### config.mk
export PLATFORM = sky130hd
export DESIGN_NAME = clk_measure
export DESIGN_NICKNAME = d
export VERILOG_FILES = /design/src/rtl/clk_measure_pkg.sv /design/src/rtl/clk_measure_sync_edge.sv /design/src/rtl/clk_measure.sv
export SDC_FILE = /design/constraint.sdc
export NUM_CORES = 1
export LEC_CHECK = 0
export CORE_ASPECT_RATIO = 1.75
export CORE_UTILIZATION = 58
export CTS_CLUSTER_DIAMETER = 60
export DETAILED_ROUTE_END_ITERATION = 12
export PLACE_DENSITY = 0.91
export SYNTH_ARGS = -nofsm -noshare
export SYNTH_HDL_FRONTEND = slang
export SYNTH_SLANG_ARGS = --single-unit
### constraint.sdc
create_clock -name clk_input -period 7.97 [get_ports clk_input]
set_clock_uncertainty 0.2 [all_clocks]
set_input_delay 1.1955 -clock clk_input [delete_from_list [all_inputs] [get_ports clk_input]]
set_output_delay 1.1955 -clock clk_input [all_outputs]
set_load 0.1 [all_outputs]
### src/rtl/clk_measure_pkg.sv
// Shared types and constants for the clock/period measurement block.
package clk_measure_pkg;

  // Default width of the cycle counters and measurement outputs.
  localparam int CNT_W_DEFAULT = 32;

  // Measurement FSM states.
  typedef enum logic [1:0] {
    IDLE  = 2'd0,  // waiting for the first rising edge
    RUN   = 2'd1,  // timing a period
    STALL = 2'd2   // edge lost; current interval cannot be trusted
  } state_e;

endpackage

### src/rtl/clk_measure_sync_edge.sv
// Input synchronizer with edge detection. A rise is only reported once the
// synchronized input has been seen low after reset. This keeps an input that
// is already high at reset release from producing a false rising edge.
module sync_edge #(
  parameter int SYNC_STAGES = 2
) (
  input  logic clk_i,
  input  logic rst_i,
  input  logic sig_i,
  output logic sync,
  output logic rise,
  output logic fall
);

  logic [SYNC_STAGES-1:0] sync_q;
  logic [SYNC_STAGES-1:0] fill_q;   // marks which chain stages hold real samples
  logic                   hist_q;
  logic                   armed_q;  // set once a genuine low has been observed

  // Shift the input through the chain and track history and arming.
  always_ff @(posedge clk_i or posedge rst_i) begin
    if (rst_i) begin
      sync_q  <= '0;
      fill_q  <= '0;
      hist_q  <= 1'b0;
      armed_q <= 1'b0;
    end else begin
      sync_q <= {sync_q[SYNC_STAGES-2:0], sig_i};
      fill_q <= {fill_q[SYNC_STAGES-2:0], 1'b1};
      hist_q <= sync_q[SYNC_STAGES-1];
      if (fill_q[SYNC_STAGES-1] && !sync_q[SYNC_STAGES-1]) begin
        armed_q <= 1'b1;
      end
    end
  end

  assign sync = sync_q[SYNC_STAGES-1];
  assign rise = armed_q & sync & ~hist_q;
  assign fall = ~sync & hist_q;

endmodule

### src/rtl/clk_measure.sv
// Measures the period and high time of an asynchronous square wave in
// clk_input cycles, with optional stall detection when edges stop arriving.
module clk_measure
  import clk_measure_pkg::*;
#(
  parameter int CNT_W       = CNT_W_DEFAULT,
  parameter int SYNC_STAGES = 2
) (
  input  logic             clk_input,
  input  logic             reset,
  input  logic             sig_in,
  input  logic [CNT_W-1:0] timeout,
  output logic [CNT_W-1:0] period_out,
  output logic [CNT_W-1:0] high_out,
  output logic             valid,
  output logic             stalled
);

  localparam logic [CNT_W-1:0] CNT_ONE = {{(CNT_W-1){1'b0}}, 1'b1};
  localparam logic [CNT_W-1:0] CNT_MAX = '1;

  logic sync_s;
  logic rise_s;
  logic fall_s;

  sync_edge #(
    .SYNC_STAGES(SYNC_STAGES)
  ) u_sync_edge (
    .clk_i (clk_input),
    .rst_i (reset),
    .sig_i (sig_in),
    .sync  (sync_s),
    .rise  (rise_s),
    .fall  (fall_s)
  );

  state_e           state_q,     state_d;
  logic [CNT_W-1:0] cnt_q,       cnt_d;
  logic [CNT_W-1:0] high_cap_q,  high_cap_d;
  logic             high_seen_q, high_seen_d;
  logic [CNT_W-1:0] period_q,    period_d;
  logic [CNT_W-1:0] high_q,      high_d;
  logic             valid_q,     valid_d;
  logic             stalled_q,   stalled_d;

  logic [CNT_W-1:0] cnt_inc;
  logic             timeout_hit;

  // Saturating increment and stall comparison against the live timeout.
  always_comb begin
    cnt_inc     = (cnt_q == CNT_MAX) ? cnt_q : cnt_q + CNT_ONE;
    timeout_hit = (timeout != '0) && (cnt_q >= timeout);
  end

  // Next-state and measurement logic; a rise always wins over a timeout.
  always_comb begin
    state_d     = state_q;
    cnt_d       = cnt_q;
    high_cap_d  = high_cap_q;
    high_seen_d = high_seen_q;
    period_d    = period_q;
    high_d      = high_q;
    valid_d     = 1'b0;
    stalled_d   = stalled_q;

    case (state_q)
      IDLE: begin
        if (rise_s) begin
          cnt_d       = CNT_ONE;
          high_cap_d  = '0;
          high_seen_d = 1'b0;
          state_d     = RUN;
        end
      end

      RUN: begin
        if (rise_s) begin
          period_d    = cnt_q;
          high_d      = high_cap_q;
          valid_d     = 1'b1;
          cnt_d       = CNT_ONE;
          high_cap_d  = '0;
          high_seen_d = 1'b0;
        end else begin
          cnt_d = cnt_inc;
          if (fall_s && !high_seen_q) begin
            high_cap_d  = cnt_q;
            high_seen_d = 1'b1;
          end
          if (timeout_hit) begin
            state_d   = STALL;
            stalled_d = 1'b1;
          end
        end
      end

      STALL: begin
        if (rise_s) begin
          stalled_d   = 1'b0;
          cnt_d       = CNT_ONE;
          high_cap_d  = '0;
          high_seen_d = 1'b0;
          state_d     = RUN;
        end
      end

      default: begin
        state_d = IDLE;
      end
    endcase
  end

  // State and measurement registers.
  always_ff @(posedge clk_input or posedge reset) begin
    if (reset) begin
      state_q     <= IDLE;
      cnt_q       <= '0;
      high_cap_q  <= '0;
      high_seen_q <= 1'b0;
      period_q    <= '0;
      high_q      <= '0;
      valid_q     <= 1'b0;
      stalled_q   <= 1'b0;
    end else begin
      state_q     <= state_d;
      cnt_q       <= cnt_d;
      high_cap_q  <= high_cap_d;
      high_seen_q <= high_seen_d;
      period_q    <= period_d;
      high_q      <= high_d;
      valid_q     <= valid_d;
      stalled_q   <= stalled_d;
    end
  end

  assign period_out = period_q;
  assign high_out   = high_q;
  assign valid      = valid_q;
  assign stalled    = stalled_q;

  // The synchronized level itself is not needed by the measurement logic.
  logic unused_sync;
  assign unused_sync = sync_s;

endmodule

==> results.tsv, run 1 <==
metric	value	unit
worst skew pair latency	0.42	ns
VDD IR max	0.3500	mV
largest net degree at the start of global routing	73	
core footprint	11100	sq um
CP Data Required Time	6.57	ns
fmax	299.0	MHz
Switch Pwr	0.0006731	W
Cells after Synth	630	
placed cell count	836	
GRT Total Usage	30.75	%
# setup viols final	0	
post-synth cell types	47	
# rows	51	
cts hold-fix bufs	0	
Resize count post-CTS	0	
worst setup margin	4.626	ns
Vias	5326	
Pwr Density	247.5	nW/um^2
CP max-delay cell	clkdlybuf4s50_1	
DRT iter0 DRCs	515	
flops & latches, synth	139	
DP HPWL	11240	um
Fillers	750	
antenna cells	0	
combinational share of power	22.0	%
CP arrival	1.95	ns
Synth area leaders	dfrtp_1 (53%), mux2_2 (11%), ha_1 (6.2%), o21ai_0 (5.8%), nand2_1 (5.0%)	
Period Utilization, post-route	41.96	%
placed cell areas	7675	sq um
H-Tree Depth	4	
Top FF cell, synth	dfrtp_1	
die height	143.3	um
drt pass-1 iters	5	
Reg clk slew, reported paths	0.06	ns
Syn Nets	698	
post-CTS setup buffers	0	
Pleak	3.804	nW
final WL	16270	um
Crit. End Element	output port	
Seq pwr share	38.4	%
non-filler instance count after layout	868	
unrepaired setup endpoints after global routing	false	
Syn Area/Cell	10.50	sq um
global route overflow	0	
crit path time final	3.344	ns
Post-synth EDFFs	0	
CTS tree	built	
worst-path maximum fanout	2	
Fin. Hold Viols	0	
Max Cap Violations	0	
Reg area	3478	sq um
CTS Buffer Depth	2	
DP Worst Slack	4.264	ns
DRC	0	
fin nets	791	
ys async rst share	100.0	%
Die X	82.72	um
fin area	8293	sq um
initial antenna violation count	0	
Die Footprint	11850	sq um
critical path, cell by cell	clkdlybuf4s50_1	
Synth Cell Area	6613	sq um
synth warn	0	
Slew Limit Fails	0	
clk sinks	139	
startpoint type of the worst setup path	flop	
post-synth top area share	52.60	%
outcome	finished clean	
vias in the first global route	5536	
CTS buffer count	17	
CP Class	reg -> out	
first-pass GRT wire length	26870	um
worst-margin pin slew	1.208	ns
post-route ant nets	0	
IO Count	101	
HP Class	reg -> reg	
worst rel slew slack	19.44	%
detailed-route vias per instance	6.136	
Initial Util	59.56	%
layout cell share with drive strength beyond 1	14.67	%
gpl congestion	0.9145	
Worst Path Buf+Inv	1	
area occupied by multi-input gates	2872	sq um
setup_tns	0	ns
sequential element share of the synthesized area	52.60	%
Top Family by Delay on Critical Path	buffers and inverters	
port bufs	100	
Synth area leader	dfrtp_1	
internal power	0.001380	W
max incr delay on CP	1.15	ns
Clock power frac	39.7	%
Switching Fraction	32.79	%
Area growth syn-to-layout	25.41	%
CTS root buf	clkbuf_16	
Avg WL per Cell	18.74	um
[state kept, by name, indices dropped and copies added, names as in the netlist]
register             flops
u_sync_edge.armed_q      1
high_cap_q              32
high_seen_q              1
state_q                  2
valid                    1
cnt_q                   32
high_out                32
period_out              32
u_sync_edge.fill_q       2
stalled                  1
u_sync_edge.hist_q       1
u_sync_edge.sync_q       2
[stage by stage]
step           total power [W]  hold WS (ns)  util, %
2_1_floorplan         0.001133        0.1312        -
3_3_place_gp          0.001229        0.1335    69.12
3_5_place_dp          0.001247        0.1458    69.12
4_1_cts               0.002058        0.1594    74.69
5_1_grt               0.002132        0.1633    74.69
6_report              0.002053        0.1535    74.69
[power by group through the flow]
stage	Sequential [W]	Combinational, W	Clock [W]
6_report	0.000788	0.000451	0.000814
4_1_cts	0.000787	0.000450	0.000821
3_3_place_gp	0.000795	0.000434	0
3_5_place_dp	0.000799	0.000448	0
2_1_floorplan	0.000924	0.000209	0
5_1_grt	0.000793	0.000486	0.000853
[placed cells by master, fill, tap and decap left out, drive strengths merged, types with 4 or more instances in the layout]
cell type,Yosys,layout
dfrtp,139,139
clkdlybuf4s50,0,100
nand2,88,88
o21ai,87,87
mux2,64,64
inv,37,40
ha,33,33
a21oi,22,22
nor2,21,21
clkbuf,19,19
nand3,15,15
a31oi,14,14
nand4,13,13
nor4,11,11
o31ai,9,9
and3,5,5
a21o,5,5
nor3,5,5
nand2b,4,4
clkinvlp,0,4
[worst register-to-register path, cell delays in order, from the launching register on]
cell and delay (ns):
dfrtp_1 0.50, ha_1 0.30, nand2_1 0.14, or4_4 0.49
or3_4 0.39, o21ai_4 0.59, o21ai_0 0.23, o21ai_0 0.13
[cells by family (layout without fill, tap and decap cells)]
| logic type | count (synthesis) | count (layout) | synth area share, % |
|---|---|---|---|
| xor+xnor | 2 | 2 | 0.2649 |
| buf+inv | 65 | 171 | 4.200 |
| simple gates | 177 | 177 | 12.77 |
| mux | 64 | 64 | 10.90 |
| flops | 139 | 139 | 52.60 |
| other cells | 1 | 1 | 0.05671 |
| compound gates | 149 | 149 | 12.96 |
| fa+ha+maj | 33 | 33 | 6.244 |
[cells in the mapped netlist, types with 2 or more instances]
cell and count:
a21o_1 5, a21oi_1 21, a31oi_1 14, and2_1 3
and3_1 5, and4_1 3, buf_2 3, buf_4 2
buf_6 3, clkbuf_1 19, dfrtp_1 139, ha_1 33
inv_1 37, mux2_2 64, nand2_1 88, nand2b_1 4
nand3_1 15, nand4_1 13, nor2_1 21, nor3_1 4
nor4_1 10, o2111ai_1 2, o21ai_0 77, o21ai_1 9
o31ai_1 9, o41ai_1 3, or3_1 2, or4_1 2
xnor2_1 2
[routing by layer]
| metal | part of all wire, % | vias to the layer above | GRT usage, % |
|---|---|---|---|
| met5 | 0 | - | 0 |
| met3 | 4.8 | 55 | 6.645 |
| met1 | 39 | 2615 | 36.72 |
| met2 | 52 | 215 | 50.86 |
| li1 | - | 2441 | - |
| met4 | 3.8 | 0 | 15.88 |
[final timing paths]
kind	start	end	slack [ns]	cells after the start
worst max-delay path	stalled$_DFFE_PP0P_	stalled	4.63	1
worst min-delay path	u_sync_edge.fill_q[0]$_DFF_PP0_	u_sync_edge.fill_q[1]$_DFF_PP0_	0.15	0
worst max register to register	cnt_q[1]$_DFFE_PP0P_	cnt_q[2]$_DFFE_PP0P_	4.92	7
worst min register to register	u_sync_edge.fill_q[0]$_DFF_PP0_	u_sync_edge.fill_q[1]$_DFF_PP0_	0.15	0
max in group asynchronous	reset	u_sync_edge.armed_q$_DFFE_PP0P_	5.22	3
min in group asynchronous	reset	high_cap_q[11]$_DFFE_PP0P_	1.03	2
[area by class of cell]
| type | instances | share of cell area, % |
|---|---|---|
| tap | 132 | 1.992 |
| multi-input combinational | 426 | 34.63 |
| clock buffer | 19 | 5.462 |
| timing repair buffer | 102 | 12.25 |
| sequential | 139 | 41.94 |
| clock inverter | 13 | 1.992 |
| inverter | 37 | 1.735 |
Note: power is estimated with default switching activity, not from simulation.
==> inputs of run 2 (changes only) <==
--- a/config.mk
+++ b/config.mk
@@ -6,10 +6,10 @@
 export NUM_CORES = 1
 export LEC_CHECK = 0
 export CORE_ASPECT_RATIO = 1.75
-export CORE_UTILIZATION = 58
+export CORE_UTILIZATION = 49
 export CTS_CLUSTER_DIAMETER = 60
 export DETAILED_ROUTE_END_ITERATION = 12
-export PLACE_DENSITY = 0.91
+export PLACE_DENSITY = 0.82
 export SYNTH_ARGS = -nofsm -noshare
 export SYNTH_HDL_FRONTEND = slang
 export SYNTH_SLANG_ARGS = --single-unit
==> constraint.sdc (replaced) <==
create_clock -name clk_input -period 2.9 [get_ports clk_input]
set_clock_uncertainty 0.2 [all_clocks]
set_input_delay 0.435 -clock clk_input [delete_from_list [all_inputs] [get_ports clk_input]]
set_output_delay 0.435 -clock clk_input [all_outputs]
set_load 0.1 [all_outputs]
==> results.tsv, run 2 (synthesized netlist as in run 1, its figures left out) <==
metric	value	unit	change
DP HPWL	12030	um	+7.1%
Switching Fraction	32.25	%	-0.53 points
# rows	55		+7.8%
Slew Limit Fails	0		unchanged
CP Data Required Time	3.01	ns	-3.56 ns
Pwr Density	679.3	nW/um^2	+170%
largest net degree at the start of global routing	113		+55%
DRC	0		unchanged
Fillers	1070		+43%
cts hold-fix bufs	0		unchanged
reg-to-reg slack, setup	0.21	ns	-4.71 ns
crit path time final	2.694	ns	
detailed-route vias per instance	5.783		-5.7%
clk sinks	139		unchanged
worst skew pair latency	0.42	ns	about the same
Die Footprint	13980	sq um	+18%
CP arrival	2.81	ns	+0.86 ns
Initial Util	50.57	%	-9.0 points
Top Family by Delay on Critical Path	compound AO/OA/AOI/OAI gates		
non-filler instance count after layout	946		+9.0%
critical path depth	6		+5
Die X	89.82	um	+8.6%
Avg WL per Cell	17.74	um	-5.4%
worst-path maximum fanout	19		+17
global route overflow	0		unchanged
Worst Path Buf+Inv	0		-1
most frequent cells in the layout	dfrtp_1 (139), buf_4 (105), nand2_1 (88)		
unrepaired setup endpoints after global routing	false		
first-pass GRT wire length	27630	um	+2.9%
drt pass-1 iters	5		unchanged
worst setup path start	cnt_q[27]$_DFFE_PP0P_		
R2R Path End	cnt_q[13]$_DFFE_PP0P_		
worst rel slew slack	31.83	%	+12 points
Worst R2R Start	cnt_q[27]$_DFFE_PP0P_		
CTS Buffer Depth	2		unchanged
core footprint	13080	sq um	+18%
Pleak	4.151	nW	+9.1%
worst-margin pin slew	1.023	ns	-0.1858 ns
CP Capture Point	cnt_q[13]$_DFFE_PP0P_		
port bufs	100		unchanged
Crit. End Element	flop		
post-CTS setup buffers	0		unchanged
gpl congestion	0.9163		+0.20%
layout cell share with drive strength beyond 1	27.35	%	+13 points
internal power	0.003915	W	+180%
hold slack	0.06013	ns	-0.09339 ns
fin nets	830		+4.9%
placed cell count	914		+9.3%
Vias	5471		+2.7%
fin area	8507	sq um	+2.6%
H-Tree Depth	4		unchanged
worst reg-to-reg path cell count	6		-1
Area growth syn-to-layout	28.65	%	
startpoint type of the worst setup path	flop		
max incr delay on CP	0.81	ns	-0.34 ns
GRT Total Usage	25.37	%	-5.4 points
Seq pwr share	37.0	%	-1.4 points
CTS root buf	clkbuf_16		
Max Cap Violations	0		unchanged
HP Class	in -> async		
initial antenna violation count	0		unchanged
Switch Pwr	0.001864	W	+180%
vias in the first global route	5547		+0.20%
setup_tns	0	ns	unchanged
VDD IR max	0.4530	mV	+29%
most common cell after layout, fill and taps aside	dfrtp_1		
Fin. Hold Viols	0		unchanged
# setup viols final	0		unchanged
fin util	65.06	%	-9.6 points
combinational share of power	23.0	%	+1.0 points
CP Class	reg -> reg		
outcome	finished clean		
critical path, cell by cell	and4_1 -> nand3_1 -> nor2_1 -> a21oi_2 -> nand2_1 -> o31ai_1		
Clock power frac	40.0	%	+0.3 points
Resize count post-CTS	0		unchanged
CTS buffer count	17		unchanged
post-route ant nets	0		unchanged
antenna cells	0		unchanged
CP max-delay cell	a21oi_2		
Period Utilization, post-route	92.88	%	
CTS tree	built		
DRT iter0 DRCs	408		-21%
die height	155.7	um	+8.7%
IO Count	101		unchanged
fmax	371.3	MHz	
placed cell areas	7875	sq um	+2.6%
final WL	16780	um	+3.2%
Reg clk slew, reported paths	0.06	ns	about the same
[run 2: cell types whose count changed in the layout (fill, tap and decap cells not counted), sizes merged]
| cell | before | now |
|---|---|---|
| clkinv | 3 | 4 |
| buf | 2 | 107 |
| inv | 40 | 39 |
| clkdlybuf4s50 | 100 | 34 |
| clkinvlp | 4 | 3 |
| bufinv | 3 | 4 |
[run 2: metrics by stage]
stage / worst slack (ns) / total power (W)
6_report: 0.2064 / 0.005778
3_3_place_gp: 0.03053 / 0.003467
5_1_grt: 0.06882 / 0.005989
4_1_cts: 0.2257 / 0.005807
2_1_floorplan: 0.5299 / 0.003115
3_5_place_dp: -0.06054 / 0.003495
[run 2: final cells by class]
class | instances | area, sq um | share of cell area [%]
clock buffer | 19 | 442.9 | 5.207
clock inverter | 13 | 188.9 | 2.221
inverter | 37 | 142.6 | 1.677
multi-input combinational | 426 | 2872 | 33.75
sequential | 139 | 3478 | 40.89
tap | 171 | 214.0 | 2.515
timing repair buffer | 141 | 1169 | 13.74
[run 2: power by group through the flow]
stage | Clock (W) | Sequential [W] | Combinational [W]
final | 0.00231 | 0.00214 | 0.00133
after global routing | 0.00242 | 0.00216 | 0.00142
after CTS | 0.00234 | 0.00214 | 0.00133
after detailed placement | 0 | 0.00217 | 0.00132
after global placement | 0 | 0.00216 | 0.00130
after floorplan | 0 | 0.00254 | 0.000574
[run 2: worst min-delay path by stage]
stage / from / to / slack (ns) / cells past startpoint
after CTS: reset / high_out[13]$_DFFE_PP0P_ / 0.06 / 2
after detailed placement: u_sync_edge.fill_q[0]$_DFF_PP0_ / u_sync_edge.fill_q[1]$_DFF_PP0_ / 0.13 / 0
final: reset / high_out[13]$_DFFE_PP0P_ / 0.06 / 2
after global routing: reset / high_out[13]$_DFFE_PP0P_ / 0.07 / 2
after floorplan: u_sync_edge.fill_q[0]$_DFF_PP0_ / u_sync_edge.fill_q[1]$_DFF_PP0_ / 0.13 / 0
after global placement: u_sync_edge.sync_q[0]$_DFF_PP0_ / u_sync_edge.sync_q[1]$_DFF_PP0_ / 0.13 / 0
[run 2: worst reg2reg max path, delay by kind of cell (launching register included)]
kind	cells	cell delay [ns]
AO/OA/AOI/OAI	2	1.12
AND/OR/NAND/NOR	4	0.74
flip-flops	1	0.52
[run 2: routing by layer]
metal  global-route usage, %  vias to the layer above  routed length [um]
met5                       0                        -                   0
met4                   16.08                        0                 884
met3                   4.483                       74                 699
met2                   44.21                      245                8824
met1                   28.71                     2641                6376
li1                        -                     2511                   -
